## config.mk

```make
export PLATFORM = sky130hd
export DESIGN_NAME = mips_control_sequencer_flat
export DESIGN_NICKNAME = d
export VERILOG_FILES = /design/src/rtl/seq_pkg.sv /design/src/rtl/mips_control_sequencer_if.sv /design/src/rtl/seq_decoder.sv /design/src/rtl/mips_control_sequencer.sv /design/src/flat_wrapper.sv
export SDC_FILE = /design/constraint.sdc
export NUM_CORES = 1
export LEC_CHECK = 0
export BUFFER_PORTS_ARGS = -buffer_cell sky130_fd_sc_hd__buf_2
export CORE_ASPECT_RATIO = 0.8
export CORE_MARGIN = 8
export CORE_UTILIZATION = 55
export CTS_CLUSTER_DIAMETER = 120
export DETAILED_ROUTE_END_ITERATION = 7
export HOLD_SLACK_MARGIN = 0.03
export PLACE_DENSITY_LB_ADDON = 0.2
export SYNTH_ARGS = -nofsm -noshare
export SYNTH_HDL_FRONTEND = slang
export SYNTH_SLANG_ARGS = --single-unit
```

## constraint.sdc

```tcl
create_clock -name clk -period 6.48 [get_ports clk]
set_input_delay 1.296 -clock clk [delete_from_list [all_inputs] [get_ports clk]]
set_output_delay 1.296 -clock clk [all_outputs]
set_load 0.1 [all_outputs]
```

## src/rtl/seq_pkg.sv

```systemverilog
// Shared types for the MIPS control sequencer: ALU op codes, opcode/funct values, FSM states, decoded control.
// Latency: n/a (types and constants only).
// Backpressure: n/a.
package seq_pkg;

    typedef enum logic [3:0] {
        ALU_AND = 4'd0,
        ALU_OR  = 4'd1,
        ALU_ADD = 4'd2,
        ALU_SUB = 4'd6,
        ALU_SLT = 4'd7
    } alu_op_t;

    localparam logic [5:0] OPC_RTYPE = 6'b000000;
    localparam logic [5:0] OPC_ADDI  = 6'b001000;
    localparam logic [5:0] OPC_ANDI  = 6'b001100;
    localparam logic [5:0] OPC_ORI   = 6'b001101;
    localparam logic [5:0] OPC_BEQ   = 6'b000100;

    localparam logic [5:0] FN_ADD = 6'b100000;
    localparam logic [5:0] FN_SUB = 6'b100010;
    localparam logic [5:0] FN_AND = 6'b100100;
    localparam logic [5:0] FN_OR  = 6'b100101;
    localparam logic [5:0] FN_SLT = 6'b101010;

    localparam logic [31:0] HALT_WORD = 32'hFFFF_FFFF;

    typedef enum logic [2:0] {
        ST_IDLE,
        ST_FETCH,
        ST_DECODE,
        ST_EXEC,
        ST_WRITE,
        ST_HALT
    } state_t;

    typedef struct packed {
        logic    reg_dst;
        logic    alu_src;
        logic    writes;
        alu_op_t op;
        logic    is_beq;
        logic    is_halt;
        logic    is_illegal;
    } ctrl_t;

endpackage

```

## src/rtl/mips_control_sequencer_if.sv

```systemverilog
// Instruction-memory fetch port plus datapath control/flag signals between sequencer and datapath.
// Latency: n/a (wires only).
// Backpressure: imem_ready stalls the fetch; the datapath side has no backpressure.
interface mips_control_sequencer_if #(
    parameter int PC_W = 8
);
    logic            imem_req;
    logic [PC_W-1:0] imem_addr;
    logic            imem_ready;
    logic [31:0]     imem_data;
    logic            Z;
    logic            RegDst;
    logic            ALUSrc;
    logic            RegWrite;
    logic [3:0]      op;
    logic [25:0]     instruction;

    modport master (
        output imem_req, imem_addr, RegDst, ALUSrc, RegWrite, op, instruction,
        input  imem_ready, imem_data, Z
    );

    modport slave (
        input  imem_req, imem_addr, RegDst, ALUSrc, RegWrite, op, instruction,
        output imem_ready, imem_data, Z
    );
endinterface

```

## src/rtl/seq_decoder.sv

```systemverilog
// Combinational decode of a 32-bit MIPS word into sequencer control fields.
// Latency: 0 cycles (pure combinational).
// Backpressure: none.
module seq_decoder
    import seq_pkg::*;
(
    input  logic [31:0] ir,
    output ctrl_t       ctrl
);

    // Decode opcode/funct; anything unrecognised is flagged illegal with no write.
    always_comb begin
        ctrl = '0;
        if (ir == HALT_WORD) begin
            ctrl.is_halt = 1'b1;
        end else begin
            case (ir[31:26])
                OPC_RTYPE: begin
                    ctrl.reg_dst = 1'b1;
                    ctrl.writes  = 1'b1;
                    case (ir[5:0])
                        FN_ADD:  ctrl.op = ALU_ADD;
                        FN_SUB:  ctrl.op = ALU_SUB;
                        FN_AND:  ctrl.op = ALU_AND;
                        FN_OR:   ctrl.op = ALU_OR;
                        FN_SLT:  ctrl.op = ALU_SLT;
                        default: begin
                            ctrl.reg_dst    = 1'b0;
                            ctrl.writes     = 1'b0;
                            ctrl.is_illegal = 1'b1;
                        end
                    endcase
                end
                OPC_ADDI: begin
                    ctrl.alu_src = 1'b1;
                    ctrl.writes  = 1'b1;
                    ctrl.op      = ALU_ADD;
                end
                OPC_ANDI: begin
                    ctrl.alu_src = 1'b1;
                    ctrl.writes  = 1'b1;
                    ctrl.op      = ALU_AND;
                end
                OPC_ORI: begin
                    ctrl.alu_src = 1'b1;
                    ctrl.writes  = 1'b1;
                    ctrl.op      = ALU_OR;
                end
                OPC_BEQ: begin
                    ctrl.is_beq = 1'b1;
                    ctrl.op     = ALU_SUB;
                end
                default: ctrl.is_illegal = 1'b1;
            endcase
        end
    end

endmodule

```

## src/rtl/mips_control_sequencer.sv

```systemverilog
// Multi-cycle FETCH/DECODE/EXEC/WRITE sequencer driving datapath controls; SEQ_ILLEGAL_TRAP_EN traps illegal words to HALT.
// Latency: 4 cycles per instruction with a first-cycle imem_ready, +1 per fetch wait cycle.
// Backpressure: FETCH holds imem_req/imem_addr until imem_ready; start is ignored while busy.
module mips_control_sequencer
    import seq_pkg::*;
#(
    parameter int PC_W = 8
) (
    input  logic                     clk,
    input  logic                     rst,
    input  logic                     start,
    mips_control_sequencer_if.master bus,
    output logic                     busy,
    output logic                     halted
`ifdef SEQ_ILLEGAL_TRAP_EN
    ,
    output logic                     illegal
`endif
);

    state_t          state_q, state_d;
    logic [PC_W-1:0] pc_q, pc_d;
    logic [31:0]     ir_q, ir_d;
    logic            taken_q, taken_d;
    logic            illegal_q, illegal_d;
    ctrl_t           ctrl;
    logic [PC_W-1:0] br_off;

    seq_decoder u_decoder (
        .ir   (ir_q),
        .ctrl (ctrl)
    );

    // Branch offset: sign-extended 16-bit immediate, truncated to the pc width.
    always_comb begin
        br_off = PC_W'({{16{ir_q[15]}}, ir_q[15:0]});
    end

    // State, pc, IR and flags; synchronous reset wins over every other event.
    always_ff @(posedge clk) begin
        if (rst) begin
            state_q   <= ST_IDLE;
            pc_q      <= '0;
            ir_q      <= '0;
            taken_q   <= 1'b0;
            illegal_q <= 1'b0;
        end else begin
            state_q   <= state_d;
            pc_q      <= pc_d;
            ir_q      <= ir_d;
            taken_q   <= taken_d;
            illegal_q <= illegal_d;
        end
    end

    // Next-state and control outputs; controls are only live from DECODE through WRITE.
    always_comb begin
        state_d         = state_q;
        pc_d            = pc_q;
        ir_d            = ir_q;
        taken_d         = taken_q;
        illegal_d       = illegal_q;
        bus.imem_req    = 1'b0;
        bus.imem_addr   = '0;
        bus.RegDst      = 1'b0;
        bus.ALUSrc      = 1'b0;
        bus.RegWrite    = 1'b0;
        bus.op          = 4'd0;
        bus.instruction = ir_q[25:0];
        case (state_q)
            ST_IDLE, ST_HALT: begin
                if (state_q == ST_HALT) begin
                    bus.instruction = '0;
                end
                if (start) begin
                    state_d   = ST_FETCH;
                    pc_d      = '0;
                    illegal_d = 1'b0;
                end
            end
            ST_FETCH: begin
                bus.imem_req  = 1'b1;
                bus.imem_addr = pc_q;
                if (bus.imem_ready) begin
                    ir_d    = bus.imem_data;
                    state_d = ST_DECODE;
                end
            end
            ST_DECODE, ST_EXEC, ST_WRITE: begin
                bus.RegDst = ctrl.reg_dst;
                bus.ALUSrc = ctrl.alu_src;
                bus.op     = ctrl.op;
                if (state_q == ST_DECODE) begin
                    if (ctrl.is_halt) begin
                        state_d = ST_HALT;
`ifdef SEQ_ILLEGAL_TRAP_EN
                    end else if (ctrl.is_illegal) begin
                        state_d   = ST_HALT;
                        illegal_d = 1'b1;
`endif
                    end else begin
                        state_d = ST_EXEC;
                    end
                end else if (state_q == ST_EXEC) begin
                    taken_d = ctrl.is_beq & bus.Z;
                    state_d = ST_WRITE;
                end else begin
                    // Illegal words reaching WRITE behave as NOPs.
                    bus.RegWrite = ctrl.writes & ~ctrl.is_illegal;
                    pc_d         = taken_q ? (pc_q + PC_W'(1) + br_off) : (pc_q + PC_W'(1));
                    taken_d      = 1'b0;
                    state_d      = ST_FETCH;
                end
            end
            default: state_d = ST_IDLE;
        endcase
    end

    // Status outputs decoded from the current state.
    always_comb begin
        busy   = (state_q != ST_IDLE) && (state_q != ST_HALT);
        halted = (state_q == ST_HALT);
`ifdef SEQ_ILLEGAL_TRAP_EN
        illegal = illegal_q;
`endif
    end

endmodule

```

## src/flat_wrapper.sv

```systemverilog
// flat-port wrapper written by rule: the top's interface ports become plain ports
module mips_control_sequencer_flat import seq_pkg::*;
#(
    parameter int PC_W = 8
)
  (clk, rst, start, busy, halted, bus_imem_req, bus_imem_addr, bus_RegDst, bus_ALUSrc, bus_RegWrite, bus_op, bus_instruction, bus_imem_ready, bus_imem_data, bus_Z);
  mips_control_sequencer_if #(.PC_W(PC_W)) bus_i ();
  input  logic clk;
  input  logic rst;
  input  logic start;
  output logic busy;
  output logic halted;
  output wire logic [$bits(bus_i.imem_req)-1:0] bus_imem_req;
  output wire logic [$bits(bus_i.imem_addr)-1:0] bus_imem_addr;
  output wire logic [$bits(bus_i.RegDst)-1:0] bus_RegDst;
  output wire logic [$bits(bus_i.ALUSrc)-1:0] bus_ALUSrc;
  output wire logic [$bits(bus_i.RegWrite)-1:0] bus_RegWrite;
  output wire logic [$bits(bus_i.op)-1:0] bus_op;
  output wire logic [$bits(bus_i.instruction)-1:0] bus_instruction;
  input wire logic [$bits(bus_i.imem_ready)-1:0] bus_imem_ready;
  input wire logic [$bits(bus_i.imem_data)-1:0] bus_imem_data;
  input wire logic [$bits(bus_i.Z)-1:0] bus_Z;
  assign bus_imem_req = bus_i.imem_req;
  assign bus_imem_addr = bus_i.imem_addr;
  assign bus_RegDst = bus_i.RegDst;
  assign bus_ALUSrc = bus_i.ALUSrc;
  assign bus_RegWrite = bus_i.RegWrite;
  assign bus_op = bus_i.op;
  assign bus_instruction = bus_i.instruction;
  assign bus_i.imem_ready = bus_imem_ready;
  assign bus_i.imem_data = bus_imem_data;
  assign bus_i.Z = bus_Z;
  mips_control_sequencer #(.PC_W(PC_W)) u_core (.clk(clk), .rst(rst), .start(start), .bus(bus_i), .busy(busy), .halted(halted));
endmodule
```

==> impl_table.tex <==
\begin{tabular}{lr}
\hline
Metric & Value \\
\hline
\multicolumn{2}{l}{\textbf{Worst setup path}} \\
Worst path buffer plus inverter count & 1 \\
Critical path class & reg2out \\
Startpoint kind of the worst setup timing path & flip-flop \\
Required time of the critical path & 5180 ps \\
Kind of end point of the critical path & primary output \\
Data arrival time at the worst-slack endpoint & $\sim$2700 ps \\
Cell Chain, Critical Path & nand2b\_1 > nor2\_1 > o21ai\_0 > a2111oi\_1 > buf\_2 \\
Reg-to-reg critical path endpoint & u\_core.pc\_q[7] \\
Gate family responsible for the most delay along the worst path & simple AND/OR/NAND/NOR gates \\
CP max stage delay & $\sim$600 ps \\
Reg2reg setup slack & 3780 ps \\
Reg-to-reg startpoint & u\_core.pc\_q[0] \\
Depth of the most critical reg-to-reg path & 11 \\
Master of the slowest instance on the critical path & sky130\_fd\_sc\_hd\_\_nor2\_1 \\
Maximum fanout along the worst path & 12 \\
\multicolumn{2}{l}{\textbf{STA}} \\
Unrepaired setup endpoints after global routing & false \\
Tightest Pin Transition & 1044 ps \\
Count of final setup violators & 0 \\
Max Fclk & between 200 and 250 MHz \\
Final number of hold-violating endpoints & 0 \\
Post-route clock period utilization & 0.6177 \\
Worst hold slack & 468.1 ps \\
Post-Route Setup TNS & 0 ps \\
Clock Skew & around 5.4 ps \\
Crit path time final & about 4000 ps \\
Max-slew violation count & 0 \\
Relative slew margins & 0.3024 \\
\multicolumn{2}{l}{\textbf{Job}} \\
Number of violations of the max-capacitance limit & 0 \\
\multicolumn{2}{l}{\textbf{Die}} \\
Number of top-level pins & 81 \\
Die span in y & 77.04 um \\
Starting density of the core & 0.5639 \\
Cell Rows & 22 \\
Die W & 92.30 um \\
Area of the die & 7110 um2 \\
Placeable core region & 4542 um2 \\
\multicolumn{2}{l}{\textbf{Synth}} \\
Per-instance average area after synthesis & approximately 7.2 um2 \\
Commonest cells post-synth & sky130\_fd\_sc\_hd\_\_nand2\_1, sky130\_fd\_sc\_hd\_\_a21oi\_1, sky130\_fd\_sc\_hd\_\_dfxtp\_1 \\
Leading area contributor after synthesis & sky130\_fd\_sc\_hd\_\_dfxtp\_1 \\
Cell types occupying the most area after synthesis & sky130\_fd\_sc\_hd\_\_dfxtp\_1, sky130\_fd\_sc\_hd\_\_nand2\_1, sky130\_fd\_sc\_hd\_\_a21oi\_1 \\
Post-Synthesis Cells & 358 \\
Mapped Nets & 404 \\
Area share of the leading cell type in the synthesized netlist & 0.3439 \\
Post-synthesis register bit count & 44 \\
Syn. warnings & 0 \\
Most common cell in the synthesized netlist & sky130\_fd\_sc\_hd\_\_nand2\_1 \\
Top flip-flop cell by instance count after synthesis & sky130\_fd\_sc\_hd\_\_dfxtp\_1 \\
Count of unique library cells instantiated by Yosys & 42 \\
Post-synthesis instance area & $\sim$2600 um2 \\
Number of enable flip-flop cells after synthesis & 0 \\
Sequential fraction of the synthesis area & 0.3439 \\
Post-synthesis async set-or-reset flop share & 0 \\
\multicolumn{2}{l}{\textbf{Cells and area}} \\
Area of all placed cells without fillers & 3065 um2 \\
Share of post-route cells with drive strength above 1 & 0.2104 \\
Final cell utilization of the core & 0.6749 \\
Relative area change from synthesis to final layout & 19.69\% \\
Net count of the finished layout & 468 \\
Cell Count, Final, Fillers Out & 483 \\
\# diodes & 0 \\
\multicolumn{2}{l}{\textbf{Clocking}} \\
Maximum level of the CTS H-tree & 2 \\
Number of hold buffers added after CTS & 0 \\
Clock-pin slew of the registers on the worst-case setup and hold paths & 80 ps \\
Clock buffers created by TritonCTS & 5 \\
Number of clock sinks & between 40 and 50 \\
CTS resizes & 0 \\
Root cell of the clock tree & sky130\_fd\_sc\_hd\_\_clkbuf\_8 \\
Clk Latency, worst-skew pair & 310 ps \\
CTS tree & built \\
Post-CTS Setup Inserts & 0 \\
Clock buffer depth & 2 \\
\multicolumn{2}{l}{\textbf{Detailed routing}} \\
First-iteration detailed-routing DRC count & 223 \\
Count of unresolved DRC violations after routing & 0 \\
Remaining antenna violation count after routing & 0 \\
Vias per cell & 5.565 \\
Post-Route WL & between 6000 and 7000 um \\
Routed wire length per instance & 14.44 um \\
Number of vias after detailed routing & 2688 \\
Number of detailed-route iterations in the first pass & 4 \\
\multicolumn{2}{l}{\textbf{Place}} \\
Final GP Congestion & $\sim$0.9 \\
Area after DPL & between 2000 and 3000 um2 \\
Detailed placement HPWL & between 5000 and 6000 um \\
Number of instances in the placed design & 475 \\
Number of port buffers & 79 \\
\multicolumn{2}{l}{\textbf{Global route}} \\
First-pass GRT wire length & 11330 um \\
Global router's overall resource usage & 0.1911 \\
Antenna violations before repair & 0 \\
Maximum number of pins on one net before global-route repair & 49 \\
Number of global-route vias before repair & 2508 \\
Leftover overflow at the end of global routing & 0 \\
\multicolumn{2}{l}{\textbf{Pwr}} \\
PwrDens & 240.0 nW/um2 \\
Total leakage power & between 1 and 1.5 nW \\
Maximum vdd ir drop & 178.2 uV \\
\multicolumn{2}{l}{\textbf{Hold path}} \\
Number of stages on the worst hold path & 2 \\
Hold Crit Class & reg2reg \\
Min-Delay Startpoint & u\_core.ir\_q[21] \\
Hold worst-path end & u\_core.ir\_q[21] \\
\multicolumn{2}{l}{\textbf{Run status}} \\
Result of the run & completed \\
\hline
\end{tabular}
==> kinds of logic (layout without fill, tap and decap cells) <==
group           after synthesis  after routing  share of synthesized area
compound gates               80             80                     0.1822
flops                        44             44                     0.3439
xor+xnor                      7              7                    0.02394
fa+ha+maj                     9              9                    0.04690
other cells                   1              1                   0.001464
simple gates                180            180                     0.3341
buf+inv                      34             99                    0.05568
mux                           3              3                    0.01172
==> layer usage <==
layer / up-vias / global-route usage / part of all wire
met4: 0 / 0.06260 / 0.016
met2: 88 / 0.3074 / 0.46
met3: 11 / 0.06226 / 0.085
li1: 1358 / - / -
met5: - / 0 / 0
met1: 1231 / 0.2340 / 0.44
==> state kept, by name (all words and copies together), names as in the netlist <==
name	cells
u_core.state_q	3
u_core.pc_q	8
u_core.taken_q	1
u_core.ir_q	32
==> worst reg2reg max path: stages (launching register included) <==
cell                      delay [ps]
sky130_fd_sc_hd__dfxtp_1         440
sky130_fd_sc_hd__ha_1            220
sky130_fd_sc_hd__nand3_1         130
sky130_fd_sc_hd__nor2_1          150
sky130_fd_sc_hd__xor2_1          220
sky130_fd_sc_hd__ha_1            300
sky130_fd_sc_hd__a21oi_1         150
sky130_fd_sc_hd__o21ai_0         110
sky130_fd_sc_hd__o21a_1          200
sky130_fd_sc_hd__nor3_1          330
sky130_fd_sc_hd__mux2i_1         230
sky130_fd_sc_hd__nand4_1         100
==> through the flow <==
| step | setup WS (ps) | power, mW |
|---|---|---|
| after floorplan | 872.0 | 0.4767 |
| after global placement | 2944 | 0.5123 |
| after detailed placement | 2826 | 0.5147 |
| after CTS | 2494 | 0.7351 |
| after global routing | 2246 | 0.7629 |
| final | 2477 | 0.7356 |
==> layout make-up <==
cell class | instances | area [um2]
Multi-Input combinational cell | 280 | 1544
Fill cell | 461 | 1476
Sequential cell | 44 | 880.8
Timing Repair Buffer | 80 | 402.9
Clock buffer | 6 | 82.58
Tap cell | 60 | 75.07
Inverter | 11 | 41.29
Clock inverter | 2 | 38.79
==> how the worst max path moves through the flow <==
stage | cells after the start | endpoint | start
6_report | 5 | bus_op[1] | u_core.state_q[0]
5_1_grt | 5 | bus_op[1] | u_core.state_q[0]
4_1_cts | 5 | bus_op[1] | u_core.state_q[0]
3_5_place_dp | 5 | bus_op[1] | u_core.state_q[0]
3_3_place_gp | 5 | bus_op[1] | u_core.state_q[0]
2_1_floorplan | 5 | bus_op[1] | u_core.state_q[1]
==> power by group <==
group,switching [mW],internal [mW],leakage (nW),total (mW)
combinational,0.161,0.0451,0.905,0.206
sequential,0.0183,0.285,0.357,0.303
clock,0.100,0.126,0.0614,0.227
total,0.280,0.456,1.32,0.736
==> cell usage in the layout (no fill, tap or decap), types with 4 or more instances in the layout <==
cell	netlist	layout
sky130_fd_sc_hd__a21oi_1	45	45
sky130_fd_sc_hd__nor2b_1	4	4
sky130_fd_sc_hd__dfxtp_1	44	44
sky130_fd_sc_hd__nor3_1	10	9
sky130_fd_sc_hd__nand2b_1	5	5
sky130_fd_sc_hd__ha_1	8	8
sky130_fd_sc_hd__nand2_1	80	80
sky130_fd_sc_hd__xnor2_1	4	4
sky130_fd_sc_hd__clkbuf_8	0	6
sky130_fd_sc_hd__and2_1	25	25
sky130_fd_sc_hd__nor4_1	4	4
sky130_fd_sc_hd__buf_2	5	79
sky130_fd_sc_hd__nor2_1	20	20
sky130_fd_sc_hd__inv_1	11	11
sky130_fd_sc_hd__nand4_1	8	8
sky130_fd_sc_hd__nand3_1	9	9
sky130_fd_sc_hd__a211oi_1	4	4
sky130_fd_sc_hd__and3_1	10	10
sky130_fd_sc_hd__o21ai_0	12	12
Power figures use the tool's default switching activity.
